<file path="config.mk">
export PLATFORM = sky130hd
export DESIGN_NAME = spm_mac_param_flat
export DESIGN_NICKNAME = d
export VERILOG_FILES = /design/src/rtl/spm_mac_param_if.sv /design/src/rtl/spm_mac_param.sv /design/src/flat_wrapper.sv
export SDC_FILE = /design/constraint.sdc
export NUM_CORES = 1
export LEC_CHECK = 0
export ABC_CLOCK_PERIOD_IN_PS = 9150
export BUFFER_PORTS_ARGS = -buffer_cell sky130_fd_sc_hd__buf_4
export CAP_MARGIN = 20
export CORE_MARGIN = 4
export CORE_UTILIZATION = 63
export CTS_CLUSTER_SIZE = 30
export DETAILED_ROUTE_END_ITERATION = 7
export GPL_TIMING_DRIVEN = 1
export PLACE_DENSITY_LB_ADDON = 0.3
export SLEW_MARGIN = 10
export SYNTH_ARGS = -nofsm -noshare
export SYNTH_HDL_FRONTEND = slang
export SYNTH_SLANG_ARGS = --single-unit
</file>
<file path="constraint.sdc">
create_clock -name clk -period 9.15 [get_ports clk]
set_input_delay 0.4575 -clock clk [delete_from_list [all_inputs] [get_ports clk]]
set_output_delay 0.4575 -clock clk [all_outputs]
set_load 0.05 [all_outputs]
</file>
<file path="src/rtl/spm_mac_param_if.sv">
// Operand/control and result bundle for the serial-parallel MAC engine.
// master drives operands and start; slave returns the product and status.
interface spm_mac_param_if #(
    parameter int WIDTH = 32
);
    logic                 start;
    logic [WIDTH-1:0]     mc;
    logic [WIDTH-1:0]     mp;
    logic                 sgn;
    logic                 acc_en;
    logic [2*WIDTH-1:0]   prod;
    logic                 busy;
    logic                 done;
    logic                 ovf;

    modport master (
        output start, mc, mp, sgn, acc_en,
        input  prod, busy, done, ovf
    );

    modport slave (
        input  start, mc, mp, sgn, acc_en,
        output prod, busy, done, ovf
    );
endinterface

</file>
<file path="src/rtl/spm_mac_param.sv">
// Serial-parallel multiply-accumulate: one multiplier bit per cycle, WIDTH cycles of busy.
// start is accepted only in IDLE; requests during BUSY or on the completion edge are dropped.
module spm_mac_param #(
    parameter int WIDTH = 32
) (
    input  logic             clk,
    input  logic             rst,
    spm_mac_param_if.slave   bus
);
    localparam int PW = 2 * WIDTH;
    localparam int CW = $clog2(WIDTH);

    localparam logic [0:0] IDLE = 1'b0;
    localparam logic [0:0] BUSY = 1'b1;

    logic [0:0]       state;
    logic [CW-1:0]    cnt;
    logic [WIDTH-1:0] mc_q;
    logic [WIDTH-1:0] mp_q;
    logic             sgn_q;
    logic             acc_en_q;
    logic [PW-1:0]    acc;
    logic [PW-1:0]    prod_q;
    logic             done_q;
    logic             ovf_q;

    logic [PW-1:0]    mp_ext;
    logic [PW-1:0]    addend;
    logic [PW-1:0]    acc_nxt;
    logic [PW-1:0]    term;
    logic             last;
    logic             acc_ovf;

    always_comb begin
        mp_ext  = sgn_q ? {{WIDTH{mp_q[WIDTH-1]}}, mp_q} : {{WIDTH{1'b0}}, mp_q};
        addend  = mp_ext << cnt;
        last    = (cnt == CW'(WIDTH - 1));
        acc_nxt = acc;
        // The signed MSB of the multiplier carries negative weight.
        if (mc_q[cnt]) begin
            acc_nxt = (sgn_q && last) ? (acc - addend) : (acc + addend);
        end
        // prod holds the pre-accumulate value throughout BUSY, so the
        // difference recovers the exact product (it always fits PW bits).
        term    = acc_nxt - prod_q;
        if (sgn_q) begin
            acc_ovf = (term[PW-1] == prod_q[PW-1]) && (acc_nxt[PW-1] != prod_q[PW-1]);
        end else begin
            acc_ovf = (acc_nxt < prod_q);
        end
    end

    always_ff @(posedge clk or negedge rst) begin
        if (!rst) begin
            state    <= IDLE;
            cnt      <= '0;
            mc_q     <= '0;
            mp_q     <= '0;
            sgn_q    <= 1'b0;
            acc_en_q <= 1'b0;
            acc      <= '0;
            prod_q   <= '0;
            done_q   <= 1'b0;
            ovf_q    <= 1'b0;
        end else if (state == IDLE) begin
            if (bus.start) begin
                mc_q     <= bus.mc;
                mp_q     <= bus.mp;
                sgn_q    <= bus.sgn;
                acc_en_q <= bus.acc_en;
                acc      <= bus.acc_en ? prod_q : '0;
                cnt      <= '0;
                done_q   <= 1'b0;
                if (!bus.acc_en) begin
                    ovf_q <= 1'b0;
                end
                state    <= BUSY;
            end
        end else begin
            acc <= acc_nxt;
            if (last) begin
                prod_q <= acc_nxt;
                done_q <= 1'b1;
                state  <= IDLE;
                if (acc_en_q && acc_ovf) begin
                    ovf_q <= 1'b1;
                end
            end else begin
                cnt <= cnt + CW'(1);
            end
        end
    end

    assign bus.prod = prod_q;
    assign bus.busy = (state == BUSY);
    assign bus.done = done_q;
    assign bus.ovf  = ovf_q;
endmodule
</file>
<file path="src/flat_wrapper.sv">
// flat-port wrapper written by rule: the top's interface ports become plain ports
module spm_mac_param_flat 
#(
    parameter int WIDTH = 32
)
  (clk, rst, bus_start, bus_mc, bus_mp, bus_sgn, bus_acc_en, bus_prod, bus_busy, bus_done, bus_ovf);
  spm_mac_param_if #(.WIDTH(WIDTH)) bus_i ();
  input  logic clk;
  input  logic rst;
  input wire logic [$bits(bus_i.start)-1:0] bus_start;
  input wire logic [$bits(bus_i.mc)-1:0] bus_mc;
  input wire logic [$bits(bus_i.mp)-1:0] bus_mp;
  input wire logic [$bits(bus_i.sgn)-1:0] bus_sgn;
  input wire logic [$bits(bus_i.acc_en)-1:0] bus_acc_en;
  output wire logic [$bits(bus_i.prod)-1:0] bus_prod;
  output wire logic [$bits(bus_i.busy)-1:0] bus_busy;
  output wire logic [$bits(bus_i.done)-1:0] bus_done;
  output wire logic [$bits(bus_i.ovf)-1:0] bus_ovf;
  assign bus_i.start = bus_start;
  assign bus_i.mc = bus_mc;
  assign bus_i.mp = bus_mp;
  assign bus_i.sgn = bus_sgn;
  assign bus_i.acc_en = bus_acc_en;
  assign bus_prod = bus_i.prod;
  assign bus_busy = bus_i.busy;
  assign bus_done = bus_i.done;
  assign bus_ovf = bus_i.ovf;
  spm_mac_param #(.WIDTH(WIDTH)) u_core (.clk(clk), .rst(rst), .bus(bus_i));
endmodule
</file>
==> results list <==
- The largest single stage delay on the critical path is 0.63 ns.
- Path class of the lowest-slack min-delay path: in2reg
* XOR/XNOR Fraction of Synth Area: 0.0512
* Initial antenna violation count: 0
- Compared with the post-synthesis result, the final layout area differs by 10.7%.
* Share of post-route cells with drive strength above 1: 0.151
- After clock tree synthesis, the clock-pin slew on the worst setup and hold paths is 0.06 ns.
- Most used cells in the layout excluding fill and tap cells: sky130_fd_sc_hd__nand2_1 (442), sky130_fd_sc_hd__dfrtp_1 (197), sky130_fd_sc_hd__o21ai_0 (191), sky130_fd_sc_hd__buf_4 (187), sky130_fd_sc_hd__a21oi_1 (186)
- Drt pass-1 iters: 8
* # diodes: 0
- The first global-routing pass estimated 106 mm of wire.
* Area enclosed by the die boundary: 34400 um2
- The tree is rooted in a sky130_fd_sc_hd__clkbuf_16.
- Among all stages on the critical path, the largest delay is contributed by sky130_fd_sc_hd__dfrtp_4.
- Slew Limit Fails: 0
- In the global route stage, overall resource usage came out at 0.383.
* Number of enable flip-flop cells after synthesis: 0
- The number of global-route vias before repair was 19400.
* Total I/O pin count: 136
- Final global-route overflow total: 0
- STA classifies the critical path startpoint as a flop.
* Post-synth design cell area: 19800 um2
- Critical path start-end classification: reg2reg
- Total buffers and inverters traversed by the critical path: 2
* Most used flip-flop cell after synthesis: sky130_fd_sc_hd__dfrtp_1
- Final nets: 2757
* Flop and latch count out of synthesis: 202
* Fraction of synthesized area in multiplexers: 0.125
- Largest cells by area after synthesis: sky130_fd_sc_hd__dfrtp_1 (25%), sky130_fd_sc_hd__nand2_1 (8.4%), sky130_fd_sc_hd__ha_1 (8.1%)
- Rows: 64
- The routed design has 68.1 mm of wire.
- Of the total synthesized cell area, the portion taken by AND, OR, NAND and NOR gates is 0.199.
* Clock tree skew after final layout: 0.0178 ns
* Final ANT Viol Nets: 0
- Final number of setup-violating endpoints: 0
* Synth Area in Compound Gates: 0.228
- In this run the register-to-register setup slack is 0.39 ns.
* Slew of the pin with the lowest slew margin: 0.976 ns
- The number of nets handed over by synthesis was 2704.
- Yosys top cell area share: 0.255
* Iteration-0 DRC Markers: 2372
- The HPWL after detailed placement is 50.0 mm.
- Chip width: 185 um
- In this run the number of H-tree levels came out at 1.
* Via Count: 20300
- Yosys mapped the design onto 85 distinct sky130hd cell types.
- The tightest hold path in the finished design has a slack of 0.100 ns.
* Number of warnings reported in the yosys synthesis log: 0
- Portion of the post-synthesis area used by sequential elements: 0.255
* Max Root-Sink Buffers: 3
* Core ar.: 30800 um2
- After detailed routing, the average wire length per cell comes to 22.9 um.
- TritonCTS clock tree: done
* Critical Path Fanout Max: 24
* Number of remaining DRC errors: 7
* TritonCTS Buffers: 23
- STA classifies the critical path endpoint as a flop.
* Synth Area in Adders: 0.0823
- Data on the critical path is required at its endpoint by 9.60 ns.
* Final hold violations: 0
* Pin count of the biggest net entering global routing: 76
* Number of max-capacitance violations reported: 0
- The floorplan step set the die height to 185 um.
- Shortest clock period the worst path allows after layout: 8.76 ns
- By area, the combinational part of the netlist is dominated by compound AO/OA/AOI/OAI gates.
- Initial core utilization: 0.644
- After technology mapping, the gate count stands at 2505.
- The congestion estimate from routability-driven global placement came to 1.06.
* Synth Area per Inst: 7.92 um2
- Clock tree sinks: 202
- In the synthesized netlist the async set-or-reset flop fraction comes to 1.00.
- Final cycle utilization of the critical path: 0.958
* CP Data Arrival Time: 9.21 ns
- Upper clock frequency limit: 114 MHz
* Commonest non-fill, non-tap cell in the layout: sky130_fd_sc_hd__nand2_1
* Failing checks: design-rule violations
- Dividing the detail-routed via count by the number of cells gives 6.83.
* Number of port buffers: 135
- Clock latency of the later-clocked register in the worst-skew pair: 0.54 ns
* Family with the most delay on the worst path: compound AO/OA/AOI/OAI gates
- In this run the tightest slew margin relative to its limit is 0.349.
- Result of the run: finished, violations left
- Of all cell types, the one taking the most synthesized area is sky130_fd_sc_hd__dfrtp_1.
[cells in the mapped netlist, drive strengths merged (10+ instances only)]
library cell  instances
nor4                 14
a31oi                45
o21bai               12
a22oi                12
o211ai               12
a311oi               21
nor2b                68
nor3                 34
xnor2                59
a21o                 72
clkbuf              118
nand2b               26
mux2                 68
a222oi               12
dfrtp               202
mux4                 44
o21ai               192
nand3                32
mux2i                73
a211o                10
or2                  11
a211oi               23
nand2               443
o21a                 12
o31ai                17
buf                  48
ha                  129
xor2                 57
nand4                27
inv                 125
nor2                150
and2                 17
o22ai                22
a21oi               187
[state kept, by name, summed over array words and instances, names as in the netlist]
name             count
u_core.acc          64
u_core.acc_en_q      1
u_core.bus.busy      1
u_core.bus.done      1
u_core.bus.ovf       1
u_core.bus.prod     64
u_core.cnt           5
u_core.mc_q         32
u_core.mp_q         32
u_core.sgn_q         1
[routing by layer]
| metal | track usage | share of wire | vias up |
|---|---|---|---|
| met2 | 0.612 | 0.45 | 1302 |
| met1 | 0.523 | 0.40 | 9661 |
| li1 | - | - | 9080 |
| met5 | 0 | 0 | - |
| met3 | 0.0612 | 0.10 | 212 |
| met4 | 0.155 | 0.047 | 0 |
[path summary, 6_finish.rpt]
kind                                            start                               to  cells after the start
max                         u_core.cnt[1]$_DFFE_PN0P_       u_core.bus.ovf$_DFFE_PN0P_                     32
max reg2reg                 u_core.cnt[1]$_DFFE_PN0P_       u_core.bus.ovf$_DFFE_PN0P_                     32
max in group asynchronous                         rst        u_core.cnt[2]$_DFFE_PN0P_                      3
min in group asynchronous                         rst  u_core.bus.prod[16]$_DFFE_PN0P_                      2
min reg2reg                u_core.mc_q[3]$_DFFE_PN0P_       u_core.mc_q[3]$_DFFE_PN0P_                      2
min                                        bus_mc[29]      u_core.mc_q[29]$_DFFE_PN0P_                      3
[final cells by class]
| cell class | instances | area, um2 |
|---|---|---|
| well taps | 396 | 495 |
| flip-flops and latches | 202 | 5070 |
| repair buffers | 194 | 1510 |
| inverters | 127 | 480 |
| clock buffers | 28 | 614 |
| clock inverters | 10 | 110 |
| fillers | 2341 | 8860 |
| multi-input cells | 2010 | 13700 |
[worst reg2reg max path: cells and delay by family, from the launching register on]
kind	cells	cell delay, ns
flip-flops	1	0.63
XOR/XNOR	2	0.38
AO/OA/AOI/OAI	13	2.94
AND/OR/NAND/NOR	10	2.02
buffers and inverters	2	0.66
multiplexers	3	1.29
adder cells (fa/ha/maj)	2	0.73
[metrics by stage]
step | instance area [um2] | setup WS (ns) | std cells | TNS, ns | util
5_1_grt | 22000 | -0.00839 | 2967 | -0.00839 | 0.712
2_1_floorplan | 19800 | 1.83 | 2505 | 0 | -
3_5_place_dp | 21100 | 0.0920 | 2922 | 0 | 0.685
3_3_place_gp | 21100 | 0.488 | 2922 | 0 | 0.685
6_report | 22000 | 0.385 | 2967 | 0 | 0.712
4_1_cts | 21800 | 0.0000586 | 2961 | 0 | 0.708
[kinds of logic after synthesis]
logic type	after synthesis
AOI/OAI and AO/OA	716
buffers and inverters	293
xor gates and xnor gates	116
adders and majority gates	130
muxes	185
and+or+nand+nor	863
DFF	202
[what timing repair did]
action / 4_1_cts / 5_1_grt
hold buffers: 1 / 0
setup buffers: 0 / 6
gates resized for setup: 0 / 12
hold endpoints to repair: 53 / 0
setup endpoints to repair: 0 / 1
Power is not shown: default switching activity piles up to over one toggle a cycle in this logic, so the estimate is an artifact.
